File: config.mk
export PLATFORM = sky130hd
export DESIGN_NAME = jbi_sc2_req_tx_flat
export DESIGN_NICKNAME = d
export VERILOG_FILES = /design/src/rtl/jbi_sc2_req_tx_if.sv /design/src/rtl/jbi_sc2_req_tx.sv /design/src/flat_wrapper.sv
export SDC_FILE = /design/constraint.sdc
export NUM_CORES = 1
export LEC_CHECK = 0
export ABC_AREA = 1
export CORE_ASPECT_RATIO = 0.9
export CORE_MARGIN = 2
export CORE_UTILIZATION = 43
export CTS_CLUSTER_SIZE = 28
export DETAILED_ROUTE_END_ITERATION = 10
export GPL_ROUTABILITY_DRIVEN = 0
export HOLD_SLACK_MARGIN = 0.08
export PLACE_DENSITY = 0.9
export SYNTH_ARGS = -nofsm -noshare
export SYNTH_HDL_FRONTEND = slang
export SYNTH_SLANG_ARGS = --single-unit
File: constraint.sdc
create_clock -name rclk -period 3.05 [get_ports rclk]
set_input_delay 0.305 -clock rclk [delete_from_list [all_inputs] [get_ports rclk]]
set_output_delay 0.305 -clock rclk [all_outputs]
set_load 0.02 [all_outputs]
File: src/rtl/jbi_sc2_req_tx_if.sv
// JBI->SCTAG2 request-path bundle: request queue handshake, write-buffer read port, SCTAG2 beats and credit return.
// master = transmitter side, slave = environment (request queue, write buffer, SCTAG2).
interface jbi_sc2_req_tx_if #(
    parameter int CRED_W = 3
);
    logic              req_vld;
    logic              req_rdy;
    logic [63:0]       req_hdr;
    logic              req_wr;
    logic              buf_rd_en;
    logic [3:0]        buf_rd_addr;
    logic [31:0]       buf_rd_data;
    logic [6:0]        buf_rd_ecc;
    logic [31:0]       jbi_sctag_req;
    logic [6:0]        jbi_scbuf_ecc;
    logic              jbi_sctag_req_vld;
    logic              sctag_jbi_iq_dequeue;
    logic              req_done;
    logic [CRED_W-1:0] credit_cnt;
    logic              cred_err;

    modport master (
        input  req_vld, req_hdr, req_wr, buf_rd_data, buf_rd_ecc, sctag_jbi_iq_dequeue,
        output req_rdy, buf_rd_en, buf_rd_addr, jbi_sctag_req, jbi_scbuf_ecc,
               jbi_sctag_req_vld, req_done, credit_cnt, cred_err
    );

    modport slave (
        output req_vld, req_hdr, req_wr, buf_rd_data, buf_rd_ecc, sctag_jbi_iq_dequeue,
        input  req_rdy, buf_rd_en, buf_rd_addr, jbi_sctag_req, jbi_scbuf_ecc,
               jbi_sctag_req_vld, req_done, credit_cnt, cred_err
    );
endinterface

File: src/rtl/jbi_sc2_req_tx.sv
// JBI->SCTAG2 request serialiser: header beats at T+1/T+2, write data T+3..T+18; req_rdy low unless IDLE with credit.
// JBI_SC2_REQ_TX_CRED_CHK_EN adds the sticky cred_err overflow check; otherwise cred_err is tied low.
module jbi_sc2_req_tx #(
    parameter int IQ_DEPTH = 4,
    parameter int CRED_W   = 3
) (
    input  logic               rclk,
    input  logic               rst,
    jbi_sc2_req_tx_if.master   bus
);
    typedef enum logic [1:0] {IDLE, HDR0, HDR1, DATA} state_t;

    localparam logic [CRED_W-1:0] CRED_MAX = CRED_W'(IQ_DEPTH);

    state_t            state_q;
    logic [31:0]       hdr_lo_q;
    logic              wr_q;
    logic [4:0]        cnt_q;
    logic              rd_en_q;
    logic [31:0]       req_q;
    logic [6:0]        ecc_q;
    logic              vld_q;
    logic              done_q;
    logic [CRED_W-1:0] cred_q;
    logic [CRED_W-1:0] cred_d;
    logic              accept;
    logic              deq;
    logic              rd_en;

    assign deq     = bus.sctag_jbi_iq_dequeue;
    assign accept  = bus.req_vld && bus.req_rdy;
    assign bus.req_rdy = (state_q == IDLE) && (cred_q != '0);

    // cnt_q is 0 in HDR0, so reads issue on the 16 cycles starting there
    assign rd_en           = wr_q && (state_q != IDLE) && !cnt_q[4];
    assign bus.buf_rd_en   = rd_en;
    assign bus.buf_rd_addr = rd_en ? cnt_q[3:0] : 4'd0;

    assign bus.jbi_sctag_req     = req_q;
    assign bus.jbi_scbuf_ecc     = ecc_q;
    assign bus.jbi_sctag_req_vld = vld_q;
    assign bus.req_done          = done_q;
    assign bus.credit_cnt        = cred_q;

    always_comb begin
        cred_d = cred_q;
        if (accept && !deq)
            cred_d = cred_q - CRED_W'(1);
        else if (deq && !accept && cred_q != CRED_MAX)
            cred_d = cred_q + CRED_W'(1);
    end

    always_ff @(posedge rclk or posedge rst) begin
        if (rst)
            cred_q <= CRED_MAX;
        else
            cred_q <= cred_d;
    end

    always_ff @(posedge rclk or posedge rst) begin
        if (rst) begin
            state_q  <= IDLE;
            hdr_lo_q <= '0;
            wr_q     <= 1'b0;
            cnt_q    <= '0;
            rd_en_q  <= 1'b0;
            req_q    <= '0;
            ecc_q    <= '0;
            vld_q    <= 1'b0;
            done_q   <= 1'b0;
        end else begin
            req_q   <= '0;
            ecc_q   <= '0;
            vld_q   <= 1'b0;
            done_q  <= 1'b0;
            rd_en_q <= rd_en;
            case (state_q)
                IDLE: begin
                    if (accept) begin
                        hdr_lo_q <= bus.req_hdr[31:0];
                        wr_q     <= bus.req_wr;
                        cnt_q    <= '0;
                        req_q    <= bus.req_hdr[63:32];
                        vld_q    <= 1'b1;
                        state_q  <= HDR0;
                    end
                end
                HDR0: begin
                    cnt_q   <= cnt_q + 5'd1;
                    req_q   <= hdr_lo_q;
                    done_q  <= !wr_q;
                    state_q <= HDR1;
                end
                HDR1: begin
                    cnt_q   <= cnt_q + 5'd1;
                    state_q <= wr_q ? DATA : IDLE;
                end
                DATA: begin
                    cnt_q <= cnt_q + 5'd1;
                    if (cnt_q == 5'd16)
                        done_q <= 1'b1;
                    if (cnt_q == 5'd17)
                        state_q <= IDLE;
                end
                default: state_q <= IDLE;
            endcase
            // read data returns one cycle after the strobe and is re-driven the following cycle
            if (rd_en_q) begin
                req_q <= bus.buf_rd_data;
                ecc_q <= bus.buf_rd_ecc;
            end
        end
    end

`ifdef JBI_SC2_REQ_TX_CRED_CHK_EN
    logic err_q;

    always_ff @(posedge rclk or posedge rst) begin
        if (rst)
            err_q <= 1'b0;
        else if (deq && !accept && cred_q == CRED_MAX)
            err_q <= 1'b1;
    end

    assign bus.cred_err = err_q;
`else
    assign bus.cred_err = 1'b0;
`endif
endmodule

File: src/flat_wrapper.sv
// flat-port wrapper written by rule: the top's interface ports become plain ports
module jbi_sc2_req_tx_flat 
#(
    parameter int IQ_DEPTH = 4,
    parameter int CRED_W   = 3
)
  (rclk, rst, bus_req_vld, bus_req_hdr, bus_req_wr, bus_buf_rd_data, bus_buf_rd_ecc, bus_sctag_jbi_iq_dequeue, bus_req_rdy, bus_buf_rd_en, bus_buf_rd_addr, bus_jbi_sctag_req, bus_jbi_scbuf_ecc, bus_jbi_sctag_req_vld, bus_req_done, bus_credit_cnt, bus_cred_err);
  jbi_sc2_req_tx_if #(.CRED_W(CRED_W)) bus_i ();
  input  logic rclk;
  input  logic rst;
  input wire logic [$bits(bus_i.req_vld)-1:0] bus_req_vld;
  input wire logic [$bits(bus_i.req_hdr)-1:0] bus_req_hdr;
  input wire logic [$bits(bus_i.req_wr)-1:0] bus_req_wr;
  input wire logic [$bits(bus_i.buf_rd_data)-1:0] bus_buf_rd_data;
  input wire logic [$bits(bus_i.buf_rd_ecc)-1:0] bus_buf_rd_ecc;
  input wire logic [$bits(bus_i.sctag_jbi_iq_dequeue)-1:0] bus_sctag_jbi_iq_dequeue;
  output wire logic [$bits(bus_i.req_rdy)-1:0] bus_req_rdy;
  output wire logic [$bits(bus_i.buf_rd_en)-1:0] bus_buf_rd_en;
  output wire logic [$bits(bus_i.buf_rd_addr)-1:0] bus_buf_rd_addr;
  output wire logic [$bits(bus_i.jbi_sctag_req)-1:0] bus_jbi_sctag_req;
  output wire logic [$bits(bus_i.jbi_scbuf_ecc)-1:0] bus_jbi_scbuf_ecc;
  output wire logic [$bits(bus_i.jbi_sctag_req_vld)-1:0] bus_jbi_sctag_req_vld;
  output wire logic [$bits(bus_i.req_done)-1:0] bus_req_done;
  output wire logic [$bits(bus_i.credit_cnt)-1:0] bus_credit_cnt;
  output wire logic [$bits(bus_i.cred_err)-1:0] bus_cred_err;
  assign bus_i.req_vld = bus_req_vld;
  assign bus_i.req_hdr = bus_req_hdr;
  assign bus_i.req_wr = bus_req_wr;
  assign bus_i.buf_rd_data = bus_buf_rd_data;
  assign bus_i.buf_rd_ecc = bus_buf_rd_ecc;
  assign bus_i.sctag_jbi_iq_dequeue = bus_sctag_jbi_iq_dequeue;
  assign bus_req_rdy = bus_i.req_rdy;
  assign bus_buf_rd_en = bus_i.buf_rd_en;
  assign bus_buf_rd_addr = bus_i.buf_rd_addr;
  assign bus_jbi_sctag_req = bus_i.jbi_sctag_req;
  assign bus_jbi_scbuf_ecc = bus_i.jbi_scbuf_ecc;
  assign bus_jbi_sctag_req_vld = bus_i.jbi_sctag_req_vld;
  assign bus_req_done = bus_i.req_done;
  assign bus_credit_cnt = bus_i.credit_cnt;
  assign bus_cred_err = bus_i.cred_err;
  jbi_sc2_req_tx #(.IQ_DEPTH(IQ_DEPTH), .CRED_W(CRED_W)) u_core (.rclk(rclk), .rst(rst), .bus(bus_i));
endmodule
# Word level (Yosys, flattened, before mapping)
# Cells that the tools add are included.
# classes
bitwise_logic	0
n_eq_ne	8
div_mod_pow	0
mux	17
n_shift	0
reduce_logical	18
n_lt_le_gt_ge	0
n_addsub	3
n_mul	0
# ops
cell	count
32-bit 2-to-1 mux	2
32-bit one-hot mux with 2 select lines	1
5-bit == test (second input constant)	2
5-bit one-hot mux with 2 select lines	1
2-bit one-hot mux with 4 select lines	1
1-bit logical AND	7
7-bit 2-to-1 mux	1
2-bit 2-to-1 mux	3
3-bit 2-to-1 mux	2
5-bit by 1-bit adder with 5-bit output (second input constant)	1
5-bit 2-to-1 mux	1
2-bit == test (second input constant)	2
1-bit zero test	4
4-bit 2-to-1 mux	1
2-bit by 1-bit inequality test with 1-bit output (second input constant)	2
2-bit AND reduction	2
2-bit nonzero test	2
3-bit by 1-bit adder with 3-bit output (second input constant)	1
1-bit 2-to-1 mux	3
3-bit inequality test (second input constant)	1
3-bit nonzero test	1
3-bit OR reduction	1
3-bit by 1-bit subtractor with 3-bit output (second input constant)	1
2-bit by 1-bit == test with 1-bit output (second input constant)	1
other kinds (2)	2
# totals
latch_bits	0
regBits	85
ramBits	0
output_inout_bits	51
input_bits	108
n_memories	0
word_cells	56
romBits	0

# Depth between registers and ports, before layout
# depth
word_depth	8
ltp_mapped	10
mapped_depth_nobuf	8

# Least setup slack after synthesis
# No wires, ideal clock.
# synth_path
path_kind	register -> register
from	register u_core.cred_q[2], in the netlist u_core.bus.credit_cnt[2]
to	register u_core.cred_q[2], in the netlist u_core.bus.credit_cnt[2]
path_slack_ns	1.336
synth_period_minus_slack_ns	1.714
path_stages_with_launch	9
n_path_buf	0
t_required_ns	2.974
arrival_ns	1.638
setup_time_ns	0.076
cell_sequence	dfstp_2 inv_1 nand2_1 nand4_1 fa_1 inv_1 nand3_1 nand3_1 nand2_1
# synth_via
elab_chain_len	7
elab_cells_between_ends	13
cone_classes	2 x add/sub; 1 x eq/ne; 2 x mux; 8 x reduce/logical
# synth_lines
element	line_no	text
start, declared	jbi_sc2_req_tx.sv:24	logic [CRED_W-1:0] cred_q;
start signal, assigned	jbi_sc2_req_tx.sv:57	cred_q <= cred_d;
parallel branches: the longest is 7 deep, another holds 3-bit by 1-bit adder with 3-bit output	-	
# Parallel ways; which one is timed is not known. The select of a mux whose other input is x is not followed.
# A chain may end at the register's enable or synchronous reset.

# Final worst setup path
# layout_path
from	register u_core.state_q[1]
to	output bus_buf_rd_addr[0]
# layout_via
elab_chain_len	4
# layout_lines
element	line_no	text
start, declared	jbi_sc2_req_tx.sv:15	state_t state_q;
start signal, assigned	jbi_sc2_req_tx.sv:96	state_q <= wr_q ? DATA : IDLE;
2-bit nonzero test	jbi_sc2_req_tx.sv:35	assign rd_en = wr_q && (state_q != IDLE) && !cnt_q[4];
1-bit logical AND (2 in a row)	jbi_sc2_req_tx.sv:35	
4-bit 2-to-1 mux	jbi_sc2_req_tx.sv:37	assign bus.buf_rd_addr = rd_en ? cnt_q[3:0] : 4'd0;
end, declared	flat_wrapper.sv:19	output wire logic [$bits(bus_i.buf_rd_addr)-1:0] bus_buf_rd_addr;
# Every way passes these cells.

==> results_dict.tcl <==
set metrics [dict create \
    status "completed" \
    synth.area.top_cells "dfrtp_1, nand2_1, inv_1" \
    diodes 0 \
    crit_fanout 6 \
    cts_hold_buffers 0 \
    slew-limit-headroom 0.305 \
    peakVddDrop_uv 664 \
    numCtsBuffers 9 \
    cts_sinks 85 \
    initial_core_util 0.442 \
    r2r_cells 9 \
    fin_setup_tns_ns 0 \
    worstSetupStartpointType "register" \
    maxSlewViolCount 0 \
    drive_gt1_frac 0.0418 \
    setup_viol 0 \
    synth_seq_cells 85 \
    cts_root_buf "clkbuf_8" \
    ys_warn_count 0 \
    worstPathArrival_ns 2.07 \
    gr-usage-all-layers 0.214 \
    wl_per_cell_um 13.0 \
    area_growth_pct 50.8 \
    htreeDepth 3 \
    crit-reg2reg-capture "u_core.bus.jbi_sctag_req[7]" \
    numPortBuffers 157 \
    drv_cap 0 \
    pin_count 159 \
    dr.pass1.iters 4 \
    post_cts.repair.setup_buffers 0 \
    fillers 694 \
    finalHoldViolCount 0 \
    r2r_slack_ns 1.21 \
    worst_slack_ns 0.676 \
    post-route-min-period_ns 2.37 \
    core.rowCount 32 \
    grt_pass1_wl_um 16100 \
    endpoint "bus_buf_rd_addr[0]" \
    vias 3582 \
    grt_pass1_vias 3569 \
    postLayoutCoreUtil 0.667 \
    hold_class "in2async" \
    syn_area_um2 3790 \
    critPathCaptureType "output port" \
    via_per_inst 4.68 \
    core_area_um2 8570 \
    routed_wl_um 9950 \
    tightest_slew_ns 1.04 \
    clk_path_buf_depth 2 \
    startpoint "u_core.state_q[1]" \
    clkTransAtPathRegs_ns 0.09 \
    cp.required_ns 2.74 \
    fin_nets 754 \
    clk_latency_ns 0.34 \
    postPlaceCellArea_um2 5470 \
    final_area_um2 5710 \
    grt_start_max_net_pins 86 \
    die_height_um 93.0 \
    fp.dieW_um 103 \
    postRouteAntennaNets 0 \
    synth_top_area_share 0.555 \
    preCtsSetupSlack_ns 1.07 \
    holdWs_ns 0.359 \
    rsz0062_at_grt "no" \
    yosysUniqueCellTypes 23 \
    overflow 0 \
    syn-num-nets 602 \
    cts_tree "yes" \
    p_leak_nw 2.97 \
    r2r_start "u_core.bus.credit_cnt[2]" \
    yosysSeqAreaShare 0.562 \
    die-area_um2 9580 \
    yosys.area.top_type "dfrtp_1" \
    synthCells 490 \
    antenna_found_initial 0 \
    hpwl_um 7150 \
    powerDensity_nw_per_um2 880 \
    path_class "reg2out" \
    post_cts_resized 0 \
    final.period_utilization 0.778 \
    drc 0 \
    drtIter0Drc 134 \
    fin_skew_ns 0.0122 \
    syn_area_per_cell_um2 7.73 \
    max_freq_mhz 421 \
]
[Yosys cell counts]
library cell,number
nor2_2,1
dfstp_2,1
inv_2,1
a21oi_1,2
fa_1,1
nor2_1,7
buf_1,4
inv_1,27
conb_1,1
buf_2,7
o21ai_0,7
o22ai_1,3
ha_1,3
clkbuf_1,6
nand3_1,9
nand2_1,316
nand4_1,2
xor2_1,2
dfrtp_1,84
buf_6,1
nand3_4,1
buf_4,3
nor2_4,1
[state kept, by name, summed over array words and instances, names as in the netlist, 2 cells and up]
name,flops
u_core.bus.jbi_scbuf_ecc,7
u_core.hdr_lo_q,32
u_core.state_q,2
u_core.bus.credit_cnt,3
u_core.bus.jbi_sctag_req,32
u_core.cnt_q,5
[worst max-delay path, cell delays in order (launching register included)]
cell and delay, ns:
dfrtp_1 0.48, inv_1 0.09, nand2_1 0.20, nand3_1 0.20
nor2_1 0.13, clkdlybuf4s50_1 0.63
[cell type report]
class / instances / area [µm²] / area share
Clock inverter: 5 / 108 / 0.0188
Timing Repair Buffer: 162 / 1630 / 0.286
Tap cell: 119 / 149 / 0.0261
Multi-Input combinational cell: 356 / 1450 / 0.254
Sequential cell: 85 / 2130 / 0.373
Clock buffer: 10 / 138 / 0.0241
Inverter: 28 / 106 / 0.0186
[through the flow]
stage	instances	power [W]
finish	765	0.00503
global route	765	0.00541
CTS	765	0.00508
detailed placement	750	0.00409
global placement	750	0.00397
floorplan	490	0.00317
[routing by layer]
metal	track usage	wire (µm)
met2	0.370	5050
met4	0.0691	129
met5	0	0
met3	0.0336	597
met1	0.275	4170
[cell usage in the layout, fill, tap and decap left out, drive strengths merged, types with 2 or more instances in the layout]
cell type and count:
clkinv 2, nand4 2, dfrtp 84, nand2 316
ha 3, o21ai 7, o22ai 3, bufinv 3
nor2 9, xor2 2, clkbuf 10, nand3 10
a21oi 2, clkdlybuf4s50 157, inv 28, buf 5
[where the power goes]
group,switching [W],internal (W)
combinational,0.00131,0.000924
sequential,0.000235,0.00158
clock,0.000410,0.000567
[logic make-up after synthesis]
kind of cell / after synthesis / share of synthesized area
DFF: 85 / 0.562
AOI/OAI and AO/OA: 12 / 0.0168
and+or+nand+nor: 337 / 0.345
other: 1 / 0.000990
buffers and inverters: 49 / 0.0558
xor gates and xnor gates: 2 / 0.00463
adders and majority gates: 4 / 0.0152
[how the worst min path moves through the flow]
stage / depth (start not counted) / to / from
final: 3 / u_core.bus.jbi_sctag_req[18] / rst
after detailed placement: 2 / u_core.hdr_lo_q[17] / u_core.hdr_lo_q[17]
after global placement: 2 / u_core.hdr_lo_q[5] / u_core.hdr_lo_q[5]
after global routing: 3 / u_core.bus.jbi_sctag_req[22] / rst
after floorplan: 2 / u_core.bus.jbi_scbuf_ecc[0] / bus_buf_rd_ecc[0]
after CTS: 3 / u_core.bus.jbi_sctag_req[22] / rst
No activity file was read; power rests on OpenSTA's default activity.
